File: src/rtl/any1_irq_nest.sv
// any1_irq_nest: interrupt nesting controller between the any1 PIC and the CPU.
// A PIC request is presented only when its level beats both the software
// threshold and the level currently in service. Acknowledged interrupts are
// pushed onto an in-service stack and popped again on end-of-interrupt.
//
// state      | meaning
// S_IDLE     | nothing presented, waiting for a qualifying request
// S_PRESENT  | irq_o/cause_o held for the CPU until ack or withdrawal
module any1_irq_nest #(
    parameter logic [31:0] pIOAddress = 32'hFFDC_1000,
    parameter int          pDepth     = 8
) (
    input  logic        clk_i,
    input  logic        rst_ni,
    input  logic        cyc_i,
    input  logic        stb_i,
    input  logic        wr_i,
    input  logic [31:0] adr_i,
    input  logic [31:0] dat_i,
    output logic        ack_o,
    output logic [31:0] dat_o,
    input  logic [3:0]  pic_irq_i,
    input  logic [7:0]  pic_cause_i,
    input  logic        pic_nmi_i,
    output logic [3:0]  irq_o,
    output logic [7:0]  cause_o,
    output logic        nmi_o,
    input  logic        irq_ack_i,
    input  logic        eoi_i
);

    localparam logic [0:0] S_IDLE    = 1'b0;
    localparam logic [0:0] S_PRESENT = 1'b1;
    localparam logic [3:0] DEPTH_MAX = 4'(pDepth);

    logic [0:0]  state;
    logic [3:0]  threshold;
    logic [3:0]  depth;
    logic        ovf;
    logic        unf;
    logic        rdy;

    logic [3:0]  stk_lvl   [pDepth];
    logic [7:0]  stk_cause [pDepth];

    logic        cs;
    logic        wr_en;
    logic [1:0]  reg_sel;
    logic        push;
    logic        pop;
    logic        stk_we;
    logic [3:0]  stk_idx;
    logic [3:0]  top_lvl;
    logic [7:0]  top_cause;
    logic [3:0]  eff;
    logic        qualify;
    logic [31:0] rd_data;
    logic        unused_bits;

    assign cs      = cyc_i & stb_i & (adr_i[31:8] == pIOAddress[31:8]);
    assign wr_en   = cs & wr_i;
    assign reg_sel = adr_i[3:2];
    assign ack_o   = cs & (wr_i | rdy);

    // Two pop sources in one cycle collapse into a single pop.
    assign pop  = eoi_i | (wr_en & (reg_sel == 2'd2));
    assign push = (state == S_PRESENT) & irq_ack_i;

    // A push that coincides with a pop on a non-empty stack overwrites the top.
    assign stk_idx = (pop && depth != 4'd0) ? depth - 4'd1 : depth;
    assign stk_we  = push & (pop | (depth != DEPTH_MAX));

    assign eff     = (threshold > top_lvl) ? threshold : top_lvl;
    assign qualify = pic_irq_i > eff;

    assign unused_bits = ^{adr_i[7:4], adr_i[1:0], dat_i[31:4]};

    // Top-of-stack lookup; an empty stack reads as level 0, cause 0.
    always_comb begin
        top_lvl   = 4'd0;
        top_cause = 8'd0;
        for (int i = 0; i < pDepth; i++) begin
            if (depth != 4'd0 && 4'(i) == depth - 4'd1) begin
                top_lvl   = stk_lvl[i];
                top_cause = stk_cause[i];
            end
        end
    end

    // Register read mux.
    always_comb begin
        rd_data = 32'd0;
        case (reg_sel)
            2'd0:    rd_data = {28'd0, threshold};
            2'd1:    rd_data = {14'd0, unf, ovf, 4'd0, depth, 4'd0, top_lvl};
            2'd2:    rd_data = {24'd0, top_cause};
            default: rd_data = 32'd0;
        endcase
    end

    // Stack storage; contents beyond depth are don't-care so no reset is needed.
    always_ff @(posedge clk_i) begin
        if (stk_we) begin
            for (int i = 0; i < pDepth; i++) begin
                if (4'(i) == stk_idx) begin
                    stk_lvl[i]   <= irq_o;
                    stk_cause[i] <= cause_o;
                end
            end
        end
    end

    // Stack depth and overflow/underflow flags.
    always_ff @(posedge clk_i) begin
        if (!rst_ni) begin
            depth <= 4'd0;
            ovf   <= 1'b0;
            unf   <= 1'b0;
        end else begin
            if (wr_en && reg_sel == 2'd1) begin
                ovf <= 1'b0;
                unf <= 1'b0;
            end
            if (push && pop) begin
                if (depth == 4'd0)
                    depth <= 4'd1;
            end else if (push) begin
                if (depth == DEPTH_MAX)
                    ovf <= 1'b1;
                else
                    depth <= depth + 4'd1;
            end else if (pop) begin
                if (depth == 4'd0)
                    unf <= 1'b1;
                else
                    depth <= depth - 4'd1;
            end
        end
    end

    // Presentation FSM; acknowledge wins over withdrawal in the same cycle.
    always_ff @(posedge clk_i) begin
        if (!rst_ni) begin
            state   <= S_IDLE;
            irq_o   <= 4'd0;
            cause_o <= 8'd0;
        end else begin
            case (state)
                S_IDLE: begin
                    if (qualify) begin
                        irq_o   <= pic_irq_i;
                        cause_o <= pic_cause_i;
                        state   <= S_PRESENT;
                    end
                end
                default: begin
                    if (irq_ack_i || !qualify) begin
                        irq_o   <= 4'd0;
                        cause_o <= 8'd0;
                        state   <= S_IDLE;
                    end
                end
            endcase
        end
    end

    // Bus slave registers, read data pipeline and the ungated nmi path.
    always_ff @(posedge clk_i) begin
        if (!rst_ni) begin
            threshold <= 4'd0;
            rdy       <= 1'b0;
            dat_o     <= 32'd0;
            nmi_o     <= 1'b0;
        end else begin
            rdy   <= cs;
            dat_o <= cs ? rd_data : 32'd0;
            nmi_o <= pic_nmi_i;
            if (wr_en && reg_sel == 2'd0)
                threshold <= dat_i[3:0];
        end
    end

endmodule

File: config.mk
export PLATFORM = sky130hd
export DESIGN_NAME = any1_irq_nest
export DESIGN_NICKNAME = d
export VERILOG_FILES = /design/src/rtl/any1_irq_nest.sv
export SDC_FILE = /design/constraint.sdc
export NUM_CORES = 1
export LEC_CHECK = 0
export BUFFER_PORTS_ARGS = -buffer_cell sky130_fd_sc_hd__buf_4
export CAP_MARGIN = 20
export CORE_ASPECT_RATIO = 0.7
export CORE_UTILIZATION = 49
export CTS_CLUSTER_DIAMETER = 150
export DETAILED_ROUTE_END_ITERATION = 7
export GPL_TIMING_DRIVEN = 0
export PLACE_DENSITY = 0.76
export REMOVE_ABC_BUFFERS = 1
export SYNTH_ARGS = -nofsm -noshare
export SYNTH_HDL_FRONTEND = slang
export SYNTH_SLANG_ARGS = --single-unit
File: constraint.sdc
create_clock -name clk_i -period 5 [get_ports clk_i]
set_clock_uncertainty 0.1 [all_clocks]
set_input_delay 1 -clock clk_i [delete_from_list [all_inputs] [get_ports clk_i]]
set_output_delay 1 -clock clk_i [all_outputs]
set_load 0.01 [all_outputs]
==> After elaboration in Yosys (flattened, before gate mapping) <==
Memory sizes are Yosys's and may differ from the RTL's.
Cells that the tools add are included.
{ "op_classes": {"n_addsub": 2, "order_cmp": 2, "eq_ne": 23, "muxes": 109, "n_bitwise": 10, "reduce_logical": 38} }
{ "op_table": {"columns": ["cell", "count"], "rows": [
  ["$mux W8", 18],
  ["$mux W4", 26],
  ["$reduce_or A8 Y1", 7],
  ["$pmux W18 S3", 1],
  ["$mux W1", 50],
  ["$mux W3", 14],
  ["$eq A3 B4 Y1 const A", 8],
  ["$reduce_or A4 Y1", 7],
  ["$eq A24 B24 Y1 const B", 1],
  ["$eq A2 B4 Y1 const A", 4],
  ["$logic_and A1 B1 Y1", 12],
  ["$logic_not A4 Y1", 3],
  ["$eq A1 B4 Y1 const A", 2],
  ["$gt A4 B4 Y1", 2],
  ["$and A1 B1 Y1", 7],
  ["$ne A3 B3 Y1 const B", 2],
  ["$add A4 B1 Y4 const B", 1],
  ["$eq A4 B4 Y1 const B", 1],
  ["$ne A2 B1 Y1 const B", 2],
  ["$ne A4 B4 Y1 const B", 1],
  ["$reduce_and A2 Y1", 2],
  ["$reduce_and A4 Y1", 1],
  ["$reduce_bool A4 Y1", 1],
  ["$sub A4 B1 Y4 const B", 1],
  ["8 further kinds", 10]
]} }
{ "word_totals": {"ff_bits": 57, "ramBits": 96, "out_inout_bits": 46, "wordCells": 196, "memories": 2} }
{ "memory_table": {"columns": ["name", "words", "width", "read_ports", "rd_clocked_by_memory_dff", "write_ports", "line_no", "source"], "rows": [
  ["stk_cause", 8, 8, 8, 0, 1, "44", "logic [7:0] stk_cause [pDepth];"],
  ["stk_lvl", 8, 4, 8, 0, 1, "43", "logic [3:0] stk_lvl [pDepth];"]
]} }

==> Logic depth before layout (Yosys ltp) <==
{ "logic_depth": {"word_depth": 19, "depth_mapped": 25, "mapped_depth_nobuf": 21} }

==> Worst setup path after synthesis <==
Ideal clock, no wire load.
{ "synth_path": {"path_type": "register to register", "startpoint": "register depth[0]", "endpoint": "register cause_o[0]", "setup_ns": 0.117, "t_arrival_ns": 4.708, "required_ns": 4.783, "path_slack_ns": 0.076, "stages_incl_launch_ff": 26, "path_buffers": 4, "cell_sequence": "dfxtp_1 buf_2 inv_1 ha_1 clkbuf_1 nor2b_1 clkbuf_1 a221o_1 a22oi_1 o22ai_1 nand2_1 ha_1 nor2b_1 o21ai_0 nand2b_1 a21oi_1 a41o_1 mux2_2 ha_1 nor2b_1 o21a_1 o21a_1 o21ai_0 nor3_1 clkbuf_1 a22o_1"} }
{ "synth_between": {"elab_chain_cells": 18, "word_cells_on_any_way": 34} }
{ "synth_lines": {"columns": ["item", "line_no", "source"], "rows": [
  ["from (decl)", "38", "logic [3:0] depth;"],
  ["from (signal assigned)", "131", "depth <= depth + 4'd1;"],
  ["from (signal assigned)", "136", "depth <= depth - 4'd1;"],
  ["$sub A4 B1 Y4", "83", "if (depth != 4'd0 && 4'(i) == depth - 4'd1) begin"],
  ["$logic_not A4 Y1", "83", null],
  ["$logic_and A1 B1 Y1", "83", null],
  ["$mux W4 (7 in series)", "83", null],
  ["$mux W4 *", "83", null],
  ["$gt A4 B4 Y1", "73", "assign eff = (threshold > top_lvl) ? threshold : top_lvl;"],
  ["$mux W4 *", "73", null],
  ["$gt A4 B4 Y1 *", "74", "assign qualify = pic_irq_i > eff;"],
  ["$logic_not A1 Y1", "157", "if (irq_ack_i || !qualify) begin"],
  ["$logic_or A1 B1 Y1", "157", null],
  ["$ne A2 B1 Y1 (no source line)", null, null],
  ["$reduce_and A2 Y1 (no source line) *", null, null],
  ["to (signal assigned)", "152", "cause_o <= pic_cause_i;"],
  ["to (decl)", "26", "output logic [7:0] cause_o,"]
]} }
Mark *: on every way between the ends. The rest lies on a longest branch, timed or not.
A chain may end at the register's enable or synchronous reset.

==> Worst setup path in the final report <==
{ "layout_path": {"startpoint": "register depth[1]", "endpoint": "register irq_o[2]"} }
{ "layout_between": {"elab_chain_cells": 18, "word_cells_on_any_way": 34} }
{ "layout_lines": {"columns": ["item", "line_no", "source"], "rows": [
  ["$sub A4 B1 Y4", "83", null],
  ["$logic_not A4 Y1", "83", null],
  ["$logic_and A1 B1 Y1", "83", null],
  ["$mux W4 (7 in series)", "83", null],
  ["$mux W4 *", "83", null],
  ["$gt A4 B4 Y1", "73", null],
  ["$mux W4 *", "73", null],
  ["$gt A4 B4 Y1 *", "74", null],
  ["$logic_not A1 Y1", "157", null],
  ["$logic_or A1 B1 Y1", "157", null],
  ["$ne A2 B1 Y1 (no source line)", null, null],
  ["$reduce_and A2 Y1 (no source line) *", null, null],
  ["to (signal assigned)", "151", "irq_o <= pic_irq_i;"],
  ["to (decl)", "25", "output logic [3:0] irq_o,"]
]} }
Marks and branches as above.

==> out/qor.txt <==
Setup violators final: 0
Synth top area cells: edfxtp_1 (47%), dfxtp_1 (13%), ha_1 (2.9%)
Startpoint Class: flop
Initial Util: 51.3%
Synth cell count leaders: edfxtp_1 (96), dfxtp_1 (39), nor2_1 (37), a21oi_1 (31), nand2_1 (26)
DR pass1 iterations: 7
Endpoint class of the critical path: flop
Total Routing Usage GR: 26.2%
Fin area: 7860 sq um
Tightest Hold Check Type: reg -> reg
Register area share after synthesis: 60.1%
Max Cap Violations: 0
Vias: 4888
Largest net degree at the start of global routing: 29
Routed WL per cell: 21.2 um
Yosys cell types: 64
Maximum VDD drop: 377 uV
Crit path cell chain: clkinvlp_4 -> buf_4 -> ha_4 -> nor2b_4 -> a221o_1 -> a22oi_1 -> o22ai_2 -> nand2_1 -> ha_1 -> nor2b_1 -> o21ai_0 -> nand2b_1 -> a21oi_1 -> a41o_1 -> mux2_2 -> ha_1 -> nor2b_1 -> o21a_1 -> o21a_1 -> nand4_1 -> o211ai_1 -> buf_4 -> a22o_1
Num CTS Buffers: 17
Share of cells above drive strength 1: 28.9%
Diodes inserted: 0
Die ar.: 12900 sq um
PD cells: 620 nW/um^2
Fin. Hold Viols: 0
Initial antenna violation count: 0
Maximum level of the CTS H-tree: 4
Ys Warns: 0
Worst hold slack: 358 ps
Final instance count without filler cells: 793
Die Y-Extent: 95.3 um
Horiz. Die Dim: 135 um
Status: completed
WL final: 16800 um
Pre-CTS setup slack: -1590 ps
Initial DRC Count: 536
Layout net count: 721
Post-layout min period: 4810 ps
CORE AREA: 11900 sq um
Final Wtd Congestion: 0.827
Vias in the first global route: 4618
Top-count cell post-synth: edfxtp_1
Yosys reg bits: 135
Row cnt: 33
HPWL Detailed: 10700 um
Crit-path leading delay family: compound AO/OA/AOI/OAI gates
Fill count: 857
Clock buffer depth: 2
Crit path kind: reg -> reg
Setup TNS: 0 ps
Ys async rst share: 0%
Largest area contributor in the netlist: edfxtp_1
Syn Std Cell Area: 6090 sq um
Share of the synthesized area in the top cell type: 47.3%
EDFF count, synth: 96
Final worst slack: 186 ps
Vias per inst: 6.16
Clock sink count: 135
Post-Route Utilization: 66.1%
WP buf/inv: 3
CP required: 5200 ps
Worst skew pair latency: 420 ps
Worst Tran Pin Value: 817 ps
Final Slew Violations: 0
Placed cell count: 730
DR DRC count: 0
CTS tree: yes
Syn_area_per_cell: 11.8 sq um
IO Count: 130
Critical path peak fanout: 11
Worst Path Arrival: 5010 ps
Tot Pwr: 4.87 mW
Period Utilization, post-route: 96.3%
Clk slew on worst S/H paths: 60 ps
Area grow syn2layout: 28.9%
Root buffer cell: clkbuf_16
Slowest cell on the critical path: dfxtp_4
Fmax: 0.208 GHz
Slowest Stage Delay on Critical Path: 370 ps
Antenna Nets Post-Route: 0
Placed Area: 6810 sq um
Ys flop type: edfxtp_1
Leakage power: 2.91 nW
Slew margin rel.: 45.3%
PortBufs: 77
Hold buffers post-CTS: 0
Cell count after synthesis: 516
Grt ovf: 0
First-pass GRT wire length: 24600 um
metal layers:
metal,up-vias,part of all wire [%],track usage (%)
met3,43,9.4,6.17
met1,2392,41,35.0
met2,282,47,41.7
met5,-,0,0
li1,2171,-,-
met4,0,2.2,10.4
kinds of logic (layout without fill, tap and decap cells):
kind of cell / after synthesis / count (layout) / share of synthesized area (%)
mux: 10 / 10 / 1.72
compound gates: 150 / 150 / 17.4
buf+inv: 63 / 166 / 5.30
xor+xnor: 2 / 2 / 0.287
flops: 135 / 135 / 60.1
simple gates: 141 / 141 / 12.2
fa+ha+maj: 14 / 14 / 2.87
other cells: 1 / 18 / 0.0615
where the power goes:
part,internal (mW),switching (mW),leakage [nW]
Clock,0.863,0.474,0.304
Combinational,0.869,1.10,1.40
Sequential,1.41,0.155,1.20
Total,3.14,1.73,2.91
registers in the layout, indices dropped and copies added (netlist names):
signal and cells:
stk_cause 64, irq_o 4, stk_lvl 32, rdy 1, ovf 1, cause_o 8, state 1, unf 1
depth 4, nmi_o 1, threshold 4, dat_o 14
cell usage in the layout (no fill, tap or decap), drive strengths merged, types with 8 or more instances in the layout:
cell and instances:
a21oi 31, a221oi 9, a22o 16, and2 8
buf 120, clkbuf 21, conb 18, dfxtp 39
edfxtp 96, ha 14, inv 10, nand2 26
nor2 37, nor2b 10, nor3 16, o21a 12
o21ai 21, o22ai 13
final timing paths:
kind | start | end | slack [ps] | depth (start not counted)
max reg2reg | depth[1] | irq_o[2] | 190 | 23
max | depth[1] | irq_o[2] | 190 | 23
min reg2reg | unf | dat_o[17] | 360 | 1
min | unf | dat_o[17] | 360 | 1
final cells by class:
class	count	area [sq um]	share of cell area, %
clock buffer	21	460	5.86
tap	157	196	2.50
sequential	135	3670	46.7
clock inverter	11	171	2.18
inverter	14	67.6	0.860
timing repair buffer	120	967	12.3
multi-input combinational	335	2320	29.6
worst reg2reg max path, stage by stage (launching register included):
cell	delay [ps]
dfxtp_4	370
clkinvlp_4	110
buf_4	180
ha_4	220
nor2b_4	160
a221o_1	340
a22oi_1	180
o22ai_2	120
nand2_1	110
ha_1	240
nor2b_1	130
o21ai_0	140
nand2b_1	90
a21oi_1	140
a41o_1	190
mux2_2	360
ha_1	280
nor2b_1	130
o21a_1	160
o21a_1	210
nand4_1	120
o211ai_1	150
buf_4	200
a22o_1	250
repair_timing:
item                                    CTS  global route
pin swaps                                 1             3
endpoints found under the setup margin   13            12
setup buffers                            13            18
gates resized for setup                  24            14
Note: power is estimated with default switching activity, not from simulation.
